--- config.mk ---
export PLATFORM = sky130hd
export DESIGN_NAME = tlul_host_rr_arb_flat
export DESIGN_NICKNAME = d
export VERILOG_FILES = /design/src/rtl/tlul_host_rr_arb_if.sv /design/src/rtl/tlul_host_rr_arb.sv /design/src/flat_wrapper.sv
export SDC_FILE = /design/constraint.sdc
export NUM_CORES = 1
export LEC_CHECK = 0
export CAP_MARGIN = 20
export CORE_AREA = 2 2 164 166
export DETAILED_ROUTE_END_ITERATION = 12
export DIE_AREA = 0 0 166 168
export PLACE_DENSITY_LB_ADDON = 0.08
export SLEW_MARGIN = 25
export SYNTH_ARGS = -nofsm -noshare
export SYNTH_HDL_FRONTEND = slang
export SYNTH_SLANG_ARGS = --single-unit
export TNS_END_PERCENT = 100
--- constraint.sdc ---
create_clock -name clk_i -period 7.78 [get_ports clk_i]
set_clock_uncertainty 0.1 [all_clocks]
set_input_delay 1.945 -clock clk_i [delete_from_list [all_inputs] [get_ports clk_i]]
set_output_delay 1.945 -clock clk_i [all_outputs]
set_load 0.01 [all_outputs]
--- src/rtl/tlul_host_rr_arb_if.sv ---
// tlul_host_rr_arb_if: TL-UL request/response types and the bus bundle between hosts, arbiter and crossbar.
package tlul_pkg;
  typedef struct packed {
    logic        a_valid;
    logic [2:0]  a_opcode;
    logic [2:0]  a_param;
    logic [1:0]  a_size;
    logic [7:0]  a_source;
    logic [31:0] a_address;
    logic [3:0]  a_mask;
    logic [31:0] a_data;
    logic        d_ready;
  } tl_h2d_t;
  typedef struct packed {
    logic        d_valid;
    logic [2:0]  d_opcode;
    logic [2:0]  d_param;
    logic [1:0]  d_size;
    logic [7:0]  d_source;
    logic        d_sink;
    logic [31:0] d_data;
    logic        d_error;
    logic        a_ready;
  } tl_d2h_t;
endpackage

interface tlul_host_rr_arb_if import tlul_pkg::*; #(parameter int M = 2);
  tl_h2d_t [M-1:0] tl_h_i;
  tl_d2h_t [M-1:0] tl_h_o;
  tl_h2d_t         tl_d_o;
  tl_d2h_t         tl_d_i;
  modport slave (input tl_h_i, tl_d_i, output tl_h_o, tl_d_o);
  modport master (output tl_h_i, tl_d_i, input tl_h_o, tl_d_o);
endinterface

--- src/rtl/tlul_host_rr_arb.sv ---
// tlul_host_rr_arb: M:1 TL-UL host arbiter, round-robin with grant lock and an in-order ID FIFO for response routing.
module tlul_host_rr_arb import tlul_pkg::*; #(
  parameter int M = 2,
  parameter int Depth = 4,
  localparam int IdxW = (M > 1) ? $clog2(M) : 1,
  localparam int CntW = $clog2(Depth + 1),
  localparam int PtrW = (Depth > 1) ? $clog2(Depth) : 1
) (
  input  logic            clk_i,
  input  logic            rst_ni,
  tlul_host_rr_arb_if.slave bus,
  output logic [CntW-1:0] outstanding_o,
  output logic            busy_o,
  output logic            err_o
);
  logic [IdxW-1:0] rr_q, rr_d, lidx_q, lidx_d, sel, head;
  logic            lock_q, lock_d, err_q, err_d;
  logic [PtrW-1:0] wr_q, wr_d, rd_q, rd_d;
  logic [CntW-1:0] cnt_q, cnt_d;
  logic [IdxW-1:0] mem_q [Depth];
  logic            full, empty, av, hs, dr, pop;
  assign full  = cnt_q == CntW'(Depth);
  assign empty = cnt_q == '0;
  assign head  = mem_q[rd_q];
  // Descending scan so the host nearest rr_q wins.
  always_comb begin
    sel = rr_q;
    for (int i = M - 1; i >= 0; i--)
      if (bus.tl_h_i[IdxW'((int'(rr_q) + i) % M)].a_valid) sel = IdxW'((int'(rr_q) + i) % M);
    if (lock_q) sel = lidx_q;
  end
  assign av  = rst_ni & ~full & bus.tl_h_i[sel].a_valid;
  assign hs  = av & bus.tl_d_i.a_ready;
  assign dr  = rst_ni & (empty | bus.tl_h_i[head].d_ready);
  assign pop = ~empty & bus.tl_d_i.d_valid & dr;
  always_comb begin
    bus.tl_d_o = bus.tl_h_i[sel];
    bus.tl_d_o.a_valid = av;
    bus.tl_d_o.d_ready = dr;
    for (int i = 0; i < M; i++) begin
      bus.tl_h_o[i] = bus.tl_d_i;
      bus.tl_h_o[i].a_ready = rst_ni & ~full & bus.tl_d_i.a_ready & (sel == IdxW'(i));
      bus.tl_h_o[i].d_valid = rst_ni & ~empty & bus.tl_d_i.d_valid & (head == IdxW'(i));
    end
  end
  always_comb begin
    rr_d   = hs ? IdxW'((int'(sel) + 1) % M) : rr_q;
    lock_d = hs ? 1'b0 : (av ? 1'b1 : lock_q);
    lidx_d = (av & ~hs) ? sel : lidx_q;
    wr_d   = hs ? ((wr_q == PtrW'(Depth - 1)) ? '0 : wr_q + 1'b1) : wr_q;
    rd_d   = pop ? ((rd_q == PtrW'(Depth - 1)) ? '0 : rd_q + 1'b1) : rd_q;
    cnt_d  = (hs & ~pop) ? cnt_q + 1'b1 : (pop & ~hs) ? cnt_q - 1'b1 : cnt_q;
    err_d  = err_q | (empty & bus.tl_d_i.d_valid);
  end
  always_ff @(posedge clk_i) begin
    if (!rst_ni) begin
      rr_q   <= '0;
      lock_q <= 1'b0;
      lidx_q <= '0;
      wr_q   <= '0;
      rd_q   <= '0;
      cnt_q  <= '0;
      err_q  <= 1'b0;
    end else begin
      rr_q   <= rr_d;
      lock_q <= lock_d;
      lidx_q <= lidx_d;
      wr_q   <= wr_d;
      rd_q   <= rd_d;
      cnt_q  <= cnt_d;
      err_q  <= err_d;
    end
  end
  always_ff @(posedge clk_i) if (hs) mem_q[wr_q] <= sel;
  assign outstanding_o = cnt_q;
  assign busy_o        = (cnt_q != '0) | lock_q;
  assign err_o         = err_q;
endmodule

--- src/flat_wrapper.sv ---
// flat-port wrapper written by rule: the top's interface ports become plain ports
module tlul_host_rr_arb_flat import tlul_pkg::*;
#(
  parameter int M = 2,
  parameter int Depth = 4,
  localparam int IdxW = (M > 1) ? $clog2(M) : 1,
  localparam int CntW = $clog2(Depth + 1),
  localparam int PtrW = (Depth > 1) ? $clog2(Depth) : 1
)
  (clk_i, rst_ni, outstanding_o, busy_o, err_o, bus_tl_h_i, bus_tl_d_i, bus_tl_h_o, bus_tl_d_o);
  tlul_host_rr_arb_if #(.M(M)) bus_i ();
  input  logic clk_i;
  input  logic rst_ni;
  output logic [CntW-1:0] outstanding_o;
  output logic busy_o;
  output logic err_o;
  input wire logic [$bits(bus_i.tl_h_i)-1:0] bus_tl_h_i;
  input wire logic [$bits(bus_i.tl_d_i)-1:0] bus_tl_d_i;
  output wire logic [$bits(bus_i.tl_h_o)-1:0] bus_tl_h_o;
  output wire logic [$bits(bus_i.tl_d_o)-1:0] bus_tl_d_o;
  assign bus_i.tl_h_i = bus_tl_h_i;
  assign bus_i.tl_d_i = bus_tl_d_i;
  assign bus_tl_h_o = bus_i.tl_h_o;
  assign bus_tl_d_o = bus_i.tl_d_o;
  tlul_host_rr_arb #(.M(M), .Depth(Depth)) u_core (.clk_i(clk_i), .rst_ni(rst_ni), .bus(bus_i), .outstanding_o(outstanding_o), .busy_o(busy_o), .err_o(err_o));
endmodule
=== After elaboration in Yosys (flattened, before gate mapping) ===
Memory sizes are Yosys's and may differ from the RTL's. A register that Yosys moved wholly into a read port is not among the register bits.
Cells that the tools add are included.

* Bits of input ports: 226
* Memory bits (writable): 4
* Word-level logic and storage cells: 71
* Register bits after elaboration: 11
* Memories kept: 1
* Output and inout port bits: 195

* Equality and inequality tests: 3
* $lt $le $gt $ge: 4
* $add $sub $neg: 6
* Muxes and demuxes: 19
* Reductions and logical operators: 4
* Bitwise gates (word level): 27

{| class="wikitable"
|+ Memory list
! name !! words !! width !! rd ports !! clocked after memory_dff !! write ports !! RTL line !! source
|-
| u_core.mem_q || 4 || 1 || 1 || 1 || 1 || tlul_host_rr_arb.sv:20 || <nowiki>logic [IdxW-1:0] mem_q [Depth];</nowiki>
|}

{| class="wikitable"
|+ Operators with widths
! operator !! count
|-
| 86-bit two-way mux || 6
|-
| 1-bit bitwise AND || 17
|-
| 2-bit two-way mux || 4
|-
| 1-bit two-way mux || 7
|-
| 1-bit inverter || 7
|-
| 1-bit by 3-bit < comparator with 1-bit output, second input constant || 2
|-
| 3-bit two-way mux || 2
|-
| 2-bit by 1-bit adder with 2-bit output, second input constant || 2
|-
| 2-bit equality test, second input constant || 2
|-
| 1-bit by 2-bit < comparator with 1-bit output, second input constant || 2
|-
| 3-bit by 1-bit adder with 3-bit output, second input constant || 1
|-
| 3-bit equality test, second input constant || 1
|-
| 3-bit zero test || 1
|-
| 1-bit OR || 3
|-
| 3-bit nonzero test || 1
|-
| 3-bit by 1-bit subtractor with 3-bit output, second input constant || 1
|-
| 1-bit adder, second input constant || 2
|-
| 2-bit nonzero test || 1
|-
| 2-bit OR reduction || 1
|}

=== Logic depth before layout (Yosys ltp) ===
Gate-level depths: netlist of run 1.

* Word-level depth: 15
* Gate-level depth with buffers: 10
* Depth with buffers taken out: 10

=== Worst setup path after synthesis of run 1 ===
No wires, ideal clock.

* Path kind: input to output
* Start: in rst_ni
* End: out bus_tl_h_o[0]
* Cell stages on the path: 3
* Setup slack: 3.064 ns
* Arrival time: 2.671 ns
* Required time: 5.735 ns
* Path buffers: 1
* Path through: clkbuf_1 o311ai_1 nor2_1

* Longest elaborated chain between the ends: 3

{| class="wikitable"
|+ RTL lines
! element !! RTL line !! source
|-
| start: declaration || flat_wrapper.sv:13 || <nowiki>input logic rst_ni;</nowiki>
|-
| 1-bit bitwise AND (3 in series) || tlul_host_rr_arb.sv:42 || <nowiki>bus.tl_h_o[i].a_ready = rst_ni & ~full & bus.tl_d_i.a_ready & (sel == IdxW'(i));</nowiki>
|-
| end: declaration || flat_wrapper.sv:19 || <nowiki>output wire logic [$bits(bus_i.tl_h_o)-1:0] bus_tl_h_o;</nowiki>
|}

No other way between the ends.

=== Worst setup path in the final report of run 1 ===
* Start: in rst_ni
* End: out bus_tl_h_o[52]

Same word-level chain as after synthesis.

==> results of run 1 <==
==> worst reg2reg max path, cell delays in order, from the launching register on <==
cell,delay [ns]
dfxtp_1,0.40
o311ai_0,0.68
inv_1,0.09
a31oi_1,0.40
ha_1,0.26
inv_1,0.06
fa_1,0.37
xor2_1,0.17
or3_1,0.30
a21oi_1,0.15
==> cell type report <==
type,count,area (um^2)
sequential,17,380.4
inverter,8,30.03
fill,2957,21280
tap,341,426.7
clock buffer,3,75.07
multi-input combinational,311,1410
clock inverter,1,7.507
timing repair buffer,273,2745
==> stage by stage <==
stage / total power, mW / cells / worst slack (ns) / instance area (um^2) / utilization [%]
2_1_floorplan: 0.2595 / 457 / 3.064 / 2649 / -
3_3_place_gp: 0.4135 / 949 / 1.983 / 4965 / 18.84
3_5_place_dp: 0.4121 / 949 / 1.945 / 4965 / 18.84
4_1_cts: 0.5231 / 953 / 1.941 / 5047 / 19.15
5_1_grt: 0.5513 / 954 / 1.748 / 5075 / 19.26
6_report: 0.5150 / 954 / 1.974 / 5075 / 19.26
==> where the power goes <==
part,internal (mW),switching [mW]
Sequential,0.0962,0.00779
Clock,0.0694,0.0378
Combinational,0.187,0.117
Total,0.352,0.163
==> worst max path at each step <==
stage,start,to,slack (ns),depth (start not counted)
after floorplan,rst_ni,bus_tl_h_o[0],3.06,3
after global placement,rst_ni,bus_tl_h_o[52],1.98,4
after detailed placement,rst_ni,bus_tl_h_o[52],1.95,4
after CTS,rst_ni,bus_tl_h_o[52],1.94,4
after global routing,rst_ni,bus_tl_h_o[52],1.75,4
final,rst_ni,bus_tl_h_o[52],1.97,4
==> cell usage after synthesis (2+ instances only) <==
library cell | number | area share [%]
nor3b_1 | 2 | 0.57
dfxtp_1 | 13 | 9.8
nor2_1 | 9 | 1.3
o21ai_0 | 3 | 0.57
o21a_1 | 2 | 0.57
mux2i_1 | 4 | 1.5
a21oi_1 | 4 | 0.76
nand2_1 | 255 | 36
ha_1 | 6 | 2.8
mux2i_2 | 2 | 1.0
xor2_1 | 2 | 0.66
nor2b_1 | 2 | 0.47
edfxtp_1 | 4 | 4.5
and2_1 | 4 | 0.94
inv_1 | 7 | 0.99
clkbuf_1 | 18 | 2.6
nor3_1 | 2 | 0.38
buf_4 | 102 | 29
==> metal layers <==
metal  vias to the layer above  GRT usage, %  routed length [um]
met3                         7         3.714                1377
met1                      1310         8.302                4401
met2                       222         16.89                7210
met5                         -             0                   0
li1                       1611             -                   -
met4                         0        0.5671                  35
==> kinds of logic after synthesis <==
logic type	count (synthesis)	share of synthesized area, %
xor gates and xnor gates	2	0.6614
buffers and inverters	129	32.73
AOI/OAI and AO/OA	17	4.488
and+or+nand+nor	278	40.77
muxes	7	3.401
adders and majority gates	7	3.590
DFF	17	14.36
==> qor.csv, run 1 <==
metric;value;unit
crit path buf inv count;2;
CTS Sinks;17;
number of core rows;60;
CTS root buf;clkbuf_16;
Detailed Route WL;13030;um
maxcap violations;0;
minimum clock period;5.806;ns
drt first pass iters;4;
Primary FF master, synth;dfxtp_1;
Min-Delay Endpoint;u_core.err_o;
DR WL/cell;13.65;um
Least-Margin Pin Slew;0.8678;ns
type of origin of the critical path;input pin;
syn avg cell area;5.796;um^2
post-synthesis sequential area ratio;14.36;%
RD Place Congestion;0.7222;
Final nets;847;
reg2reg end;u_core.outstanding_o[2];
vias in the first global route;3171;
Syn-to-layout area delta;91.59;%
clock-pin slew on the worst setup and hold paths;0.06;ns
PD cells;101.5;nW/um^2
cell repeated most along the worst path;clkdlybuf4s50_1;
reg2reg path depth;9;
RSZ-0062 raised after global routing;no;
class of the worst hold path;reg -> reg;
Fin. Hold Viols;0;
Setup Fix Bufs, Post-CTS;0;
crit end category;primary output;
ANT cells;0;
initial drt markers;91;
EDFF count, synth;4;
core area;26350;um^2
cts repair resizes;0;
# IOs;421;
#FFs+latches synth;17;
run status;finished, final reports clean;
Worst IR Drop VDD;64.11;uV
CP max FO;11;
gate count of the mapped netlist;457;
Max Fclk;172.2;MHz
most common cell after layout, fill and taps aside;clkdlybuf4s50_1;
CP cell instances;clkdlybuf4s50_1 -> o311ai_1 -> nor2_1 -> clkdlybuf4s50_1;
Post-synth ARST share;0;%
vias post-DR;3150;
Hold Crit Start;u_core.err_o;
WHS;0.3788;ns
total congestion overflow;0;
dpl hpwl;10650;um
first-pass GRT wire length;18700;um
DR DRC count;0;
reg2reg start;u_core.outstanding_o[1];
yosys warns;0;
Critical Path Max Stage Delay;0.72;ns
Antenna Nets Post-Route;0;
GRT Util Overall;8.444;%
commonest cells after routing, fill and taps aside;270 x clkdlybuf4s50_1, 255 x nand2_1, 13 x dfxtp_1;
LEAKAGE;2.182;nW
vias per inst;3.302;
Num CTS Buffers;3;
CP delay by family, top;buffers and inverters;
slowest CP cell;clkdlybuf4s50_1;
crit share post-route;74.62;%
starting density of the core;10.05;%
CP Class;in -> out;
largest net degree at the start of global routing;88;
Hold Crit Depth;2;
cts hold-fix bufs;0;
TNS Setup;0;ns
port bufs;270;
CTS H-tree depth;1;
DIE AREA;27890;um^2
synthesized area;2649;um^2
latest clock arrival within the worst-skew pair;0.25;ns
layout cell share with drive strength beyond 1;2.121;%
post-synthesis cell type count;34;
max-slew violations;0;
FF-to-FF setup slack;4.73;ns
Slew Limit Headroom;41.24;%
worst path required time;5.74;ns
die width;166;um
WP data arrival;3.76;ns
final setup vio count;0;
Die Span Y;168;um
clk buf depth;2;
TritonCTS clock tree;done;
initial antenna violation count;0;
syn nets;690;
No activity file was read; power rests on OpenSTA's default activity.
==> run 2: changes to the inputs <==
--- a/config.mk
+++ b/config.mk
@@ -6,9 +6,9 @@
 export NUM_CORES = 1
 export LEC_CHECK = 0
 export CAP_MARGIN = 20
-export CORE_AREA = 2 2 164 166
+export CORE_AREA = 2 2 166 168
 export DETAILED_ROUTE_END_ITERATION = 12
-export DIE_AREA = 0 0 166 168
+export DIE_AREA = 0 0 168 170
 export PLACE_DENSITY_LB_ADDON = 0.08
 export SLEW_MARGIN = 25
 export SYNTH_ARGS = -nofsm -noshare
==> constraint.sdc (replaced) <==
create_clock -name clk_i -period 5.4 [get_ports clk_i]
set_clock_uncertainty 0.1 [all_clocks]
set_input_delay 1.35 -clock clk_i [delete_from_list [all_inputs] [get_ports clk_i]]
set_output_delay 1.35 -clock clk_i [all_outputs]
set_load 0.01 [all_outputs]
==> run 2 against run 1 <==
  * Setup slack got worse by 1.2 ns
  * Core utilization fell by 0.30 points
  * Cell count did not move
  * Worst hold slack improved by 0.011 ns
  * Power rose by 43%
  * Highest routed layer unchanged
  * Sequential share of layout area barely moved
==> qor.csv, run 2 (same netlist as run 1, synthesis figures left out) <==
metric;value;unit;change
GRT Util Overall;8.551;%;was 8.444%
initial drt markers;109;;was 91
clock-pin slew on the worst setup and hold paths;0.05;ns;was 0.06 ns
DIE AREA;28560;um^2;was 27890 um^2
CP cell instances;clkdlybuf4s50_1 -> o311ai_0 -> nor2b_1 -> clkdlybuf4s50_1;;was clkdlybuf4s50_1 -> o311ai_1 -> nor2_1 -> clkdlybuf4s50_1
class of the worst hold path;reg -> reg;;unchanged
TNS Setup;0;ns;unchanged
Final nets;847;;unchanged
DR WL/cell;13.99;um;was 13.65 um
max-slew violations;0;;unchanged
dpl hpwl;11180;um;was 10650 um
vias per inst;3.376;;was 3.302
minimum clock period;4.600;ns;
Antenna Nets Post-Route;0;;unchanged
Final Util;18.96;%;was 19.26%
drt first pass iters;4;;unchanged
total congestion overflow;0;;unchanged
Least-Margin Pin Slew;0.9972;ns;was 0.8678 ns
Slew Limit Headroom;33.52;%;was 41.24%
crit share post-route;85.18;%;
number of core rows;60;;unchanged
run status;finished, final reports clean;;unchanged
RSZ-0062 raised after global routing;no;;unchanged
CP max FO;11;;unchanged
Die Span Y;170;um;was 168 um
Max Fclk;217.4;MHz;
RD Place Congestion;0.7179;;was 0.7222
final std cells w/o fill;954;;unchanged
ANT cells;0;;unchanged
Detailed Route WL;13340;um;was 13030 um
Fin. Hold Viols;0;;unchanged
layout cell share with drive strength beyond 1;2.121;%;unchanged
crit end category;primary output;;unchanged
Syn-to-layout area delta;90.79;%;was 91.59%
CTS Sinks;17;;unchanged
clk buf depth;2;;unchanged
most common cell after layout, fill and taps aside;clkdlybuf4s50_1;;unchanged
DR DRC count;0;;unchanged
LEAKAGE;2.177;nW;was 2.182 nW
Num CTS Buffers;3;;unchanged
type of origin of the critical path;input pin;;unchanged
cell repeated most along the worst path;clkdlybuf4s50_1;;unchanged
initial antenna violation count;0;;unchanged
Setup Fix Bufs, Post-CTS;0;;unchanged
CP Class;in -> out;;unchanged
commonest cells after routing, fill and taps aside;270 x clkdlybuf4s50_1, 255 x nand2_1, 13 x dfxtp_1;;unchanged
latest clock arrival within the worst-skew pair;0.25;ns;about the same
port bufs;270;;unchanged
CTS H-tree depth;1;;unchanged
Critical Path Max Stage Delay;0.71;ns;was 0.72 ns
PD cells;145.6;nW/um^2;was 101.5 nW/um^2
maxcap violations;0;;unchanged
TritonCTS clock tree;done;;unchanged
final setup vio count;0;;unchanged
largest net degree at the start of global routing;88;;unchanged
starting density of the core;9.939;%;was 10.05%
CP delay by family, top;buffers and inverters;;unchanged
CTS root buf;clkbuf_16;;unchanged
worst path required time;3.95;ns;was 5.74 ns
core area;26650;um^2;was 26350 um^2
vias in the first global route;3301;;was 3171
first-pass GRT wire length;19330;um;was 18700 um
crit path buf inv count;2;;unchanged
slowest CP cell;clkdlybuf4s50_1;;unchanged
vias post-DR;3221;;was 3150
WP data arrival;3.15;ns;was 3.76 ns
cts hold-fix bufs;0;;unchanged
WHS;0.3902;ns;was 0.3788 ns
die width;168;um;was 166 um
cts repair resizes;0;;unchanged
Worst IR Drop VDD;73.87;uV;was 64.11 uV
# IOs;421;;unchanged
Inst Count DP;950;;was 949
-- run 2: final timing paths --
check	depth (start not counted)	start	slack [ns]	end
max	4	rst_ni	0.80	bus_tl_h_o[103]
min	2	u_core.err_o	0.39	u_core.err_o
max reg2reg	10	u_core.lock_q	1.84	u_core.outstanding_o[2]
min reg2reg	2	u_core.err_o	0.39	u_core.err_o
-- run 2: report_power, final --
part	internal (mW)	switching, mW
clock network	0.0991	0.0499
logic	0.267	0.170
registers	0.139	0.0111
total	0.505	0.230
-- run 2: routing by layer --
metal / GRT usage [%] / routed length, um / part of all wire, % / vias up
met4: 0.9452 / 116 / 0.87 / 0
li1: - / - / - / 1609
met1: 8.144 / 4388 / 33 / 1380
met5: 0 / 0 / 0 / -
met2: 18.15 / 7670 / 57 / 217
met3: 2.628 / 1168 / 8.8 / 15
-- run 2: area by class of cell --
type	count	area (um^2)
Clock buffer	3	75.07
Clock inverter	1	5.005
Sequential cell	17	380.4
Multi-Input combinational cell	311	1410
Fill cell	3001	21600
Inverter	8	31.28
Tap cell	341	426.7
Timing Repair Buffer	273	2725
-- run 2: worst reg2reg max path: stages (launching register included) --
cell	delay [ns]
dfxtp_1	0.41
mux2i_4	0.27
clkinv_2	0.64
mux2i_2	0.45
nor2_1	0.31
ha_1	0.25
inv_1	0.06
fa_1	0.37
xor2_1	0.18
or3_1	0.30
a21oi_1	0.16
-- run 2: per-stage QoR --
step / setup slack, ns / area (um^2) / power [mW]
after CTS: 0.7504 / 5054 / 0.7514
after floorplan: 1.874 / 2649 / 0.3739
after detailed placement: 0.7579 / 4974 / 0.5966
after global placement: 0.7907 / 4974 / 0.5969
final: 0.8004 / 5054 / 0.7358
after global routing: 0.6473 / 5054 / 0.7878
==> run 3: changes to the inputs <==
==> constraint.sdc (replaced) <==
create_clock -name clk_i -period 4.65 [get_ports clk_i]
set_clock_uncertainty 0.1 [all_clocks]
set_input_delay 1.1625 -clock clk_i [delete_from_list [all_inputs] [get_ports clk_i]]
set_output_delay 1.1625 -clock clk_i [all_outputs]
set_load 0.01 [all_outputs]
==> run 3 against run 2 <==
  * Critical path depth did not move
  * Setup slack got worse by 0.38 ns
  * Global-route usage barely moved
  * Via count fell by 0.47%
  * Core utilization rose by 0.17 points
  * Clock power rose by 16%
  * First-iteration DRC count fell by 7.3%
  * Cell count rose by 0.21%
  * Power rose by 17%
  * Critical endpoint unchanged
==> qor.csv, run 3 (same netlist as run 1, synthesis figures left out) <==
metric;value;unit;change
run status;finished, final reports clean;;unchanged
DIE AREA;28560;um^2;unchanged
CP max FO;11;;unchanged
GRT Util Overall;8.552;%;was 8.551%
final std cells w/o fill;956;;was 954
Setup Fix Bufs, Post-CTS;0;;unchanged
reg2reg end;u_core.outstanding_o[2];;unchanged
type of origin of the critical path;input pin;;unchanged
Final nets;849;;was 847
TNS Setup;0;ns;unchanged
cts repair resizes;0;;unchanged
dpl hpwl;11150;um;was 11180 um
die width;168;um;unchanged
LEAKAGE;2.195;nW;was 2.177 nW
DR DRC count;0;;unchanged
crit share post-route;91.00;%;
RD Place Congestion;0.7373;;was 0.7179
drt first pass iters;4;;unchanged
Min-Delay Endpoint;u_core.err_o;;unchanged
Die Span Y;170;um;unchanged
RSZ-0062 raised after global routing;no;;unchanged
DR WL/cell;13.94;um;was 13.99 um
commonest cells after routing, fill and taps aside;270 x clkdlybuf4s50_1, 255 x nand2_1, 13 x dfxtp_1;;unchanged
initial antenna violation count;0;;unchanged
clk buf depth;2;;unchanged
Inst Count DP;951;;was 950
Slew Limit Headroom;50.74;%;was 33.52%
layout cell share with drive strength beyond 1;2.276;%;was 2.121%
core area;26650;um^2;unchanged
Syn-to-layout area delta;92.54;%;was 90.79%
total congestion overflow;0;;unchanged
CP Class;in -> out;;unchanged
Final Util;19.14;%;was 18.96%
clock-pin slew on the worst setup and hold paths;0.05;ns;about the same
WP data arrival;2.97;ns;was 3.15 ns
most common cell after layout, fill and taps aside;clkdlybuf4s50_1;;unchanged
ANT cells;0;;unchanged
CTS root buf;clkbuf_16;;unchanged
FF-to-FF setup slack;1.43;ns;was 1.84 ns
minimum clock period;4.232;ns;
Antenna Nets Post-Route;0;;unchanged
CP startpoint;rst_ni;;unchanged
first-pass GRT wire length;19190;um;was 19330 um
initial drt markers;101;;was 109
# IOs;421;;unchanged
Num CTS Buffers;3;;unchanged
port bufs;270;;unchanged
number of core rows;60;;unchanged
PD cells;168.4;nW/um^2;was 145.6 nW/um^2
largest net degree at the start of global routing;88;;unchanged
vias per inst;3.354;;was 3.376
latest clock arrival within the worst-skew pair;0.25;ns;about the same
TritonCTS clock tree;done;;unchanged
Fin. Hold Viols;0;;unchanged
filler cell count in the final layout;3013;;was 3001
Max Fclk;236.3;MHz;
cts hold-fix bufs;0;;unchanged
worst path required time;3.39;ns;was 3.95 ns
reg2reg start;u_core.lock_q;;unchanged
Worst IR Drop VDD;81.98;uV;was 73.87 uV
Hold Crit Depth;2;;unchanged
vias in the first global route;3224;;was 3301
maxcap violations;0;;unchanged
class of the worst hold path;reg -> reg;;unchanged
starting density of the core;9.939;%;unchanged
reg2reg path depth;10;;unchanged
CTS H-tree depth;1;;unchanged
final setup vio count;0;;unchanged
Detailed Route WL;13330;um;was 13340 um
max-slew violations;0;;unchanged
crit end category;primary output;;unchanged
vias post-DR;3206;;was 3221
Hold Crit Start;u_core.err_o;;unchanged
Least-Margin Pin Slew;0.7296;ns;was 0.9972 ns
CTS Sinks;17;;unchanged
[run 3: cell count changes in the layout (fill, tap and decap cells not counted)]
cell	before	now
clkinv_2	2	1
buf_16	0	1
buf_12	0	1
clkbuf_1	0	1
[run 3: worst max-delay path, stage by stage]
cell	delay (ns)
clkdlybuf4s50_1	0.73
o311ai_0	0.35
nor2b_1	0.19
clkdlybuf4s50_1	0.54
[run 3: routing by layer]
metal / track usage, % / routed length, um / vias up
met5: 0 / 0 / -
met4: 0.7940 / 87 / 0
met3: 2.930 / 1208 / 10
met2: 18.06 / 7649 / 209
met1: 8.090 / 4380 / 1375
li1: - / - / 1612
[run 3: final cells by class]
type	instances	area, um^2	share of cell area, %
timing repair buffer	275	2773	54.37
inverter	8	31.28	0.6133
tap	341	426.7	8.366
multi-input combinational	311	1410	27.65
clock buffer	4	78.83	1.546
sequential	17	380.4	7.458
[run 3: where the power goes]
part           switching [mW]  total, mW  leakage, nW  internal (mW)
logic                   0.197      0.512         2.01          0.315
clock network          0.0566      0.173       0.0382          0.116
registers              0.0130      0.174        0.143          0.161
total                   0.266      0.859         2.20          0.593
[run 3: through the flow]
step                      area (um^2)  power, mW  setup slack (ns)  hold slack (ns)
after CTS                        5072     0.8715            0.4037           0.3892
after global routing             5100     0.9175            0.3014           0.4253
after floorplan                  2649     0.4342             1.390           0.3449
after global placement           4994     0.6953            0.4375           0.3906
final                            5100     0.8590            0.4184           0.3789
after detailed placement         4994     0.6927            0.4098           0.3754
[run 3: how the worst max path moves through the flow]
stage / to / slack, ns / cells past startpoint
final: bus_tl_h_o[103] / 0.42 / 4
after global routing: bus_tl_h_o[103] / 0.30 / 4
after CTS: bus_tl_h_o[103] / 0.40 / 4
after detailed placement: bus_tl_h_o[103] / 0.41 / 4
after global placement: bus_tl_h_o[103] / 0.44 / 4
after floorplan: u_core.outstanding_o[2] / 1.39 / 9
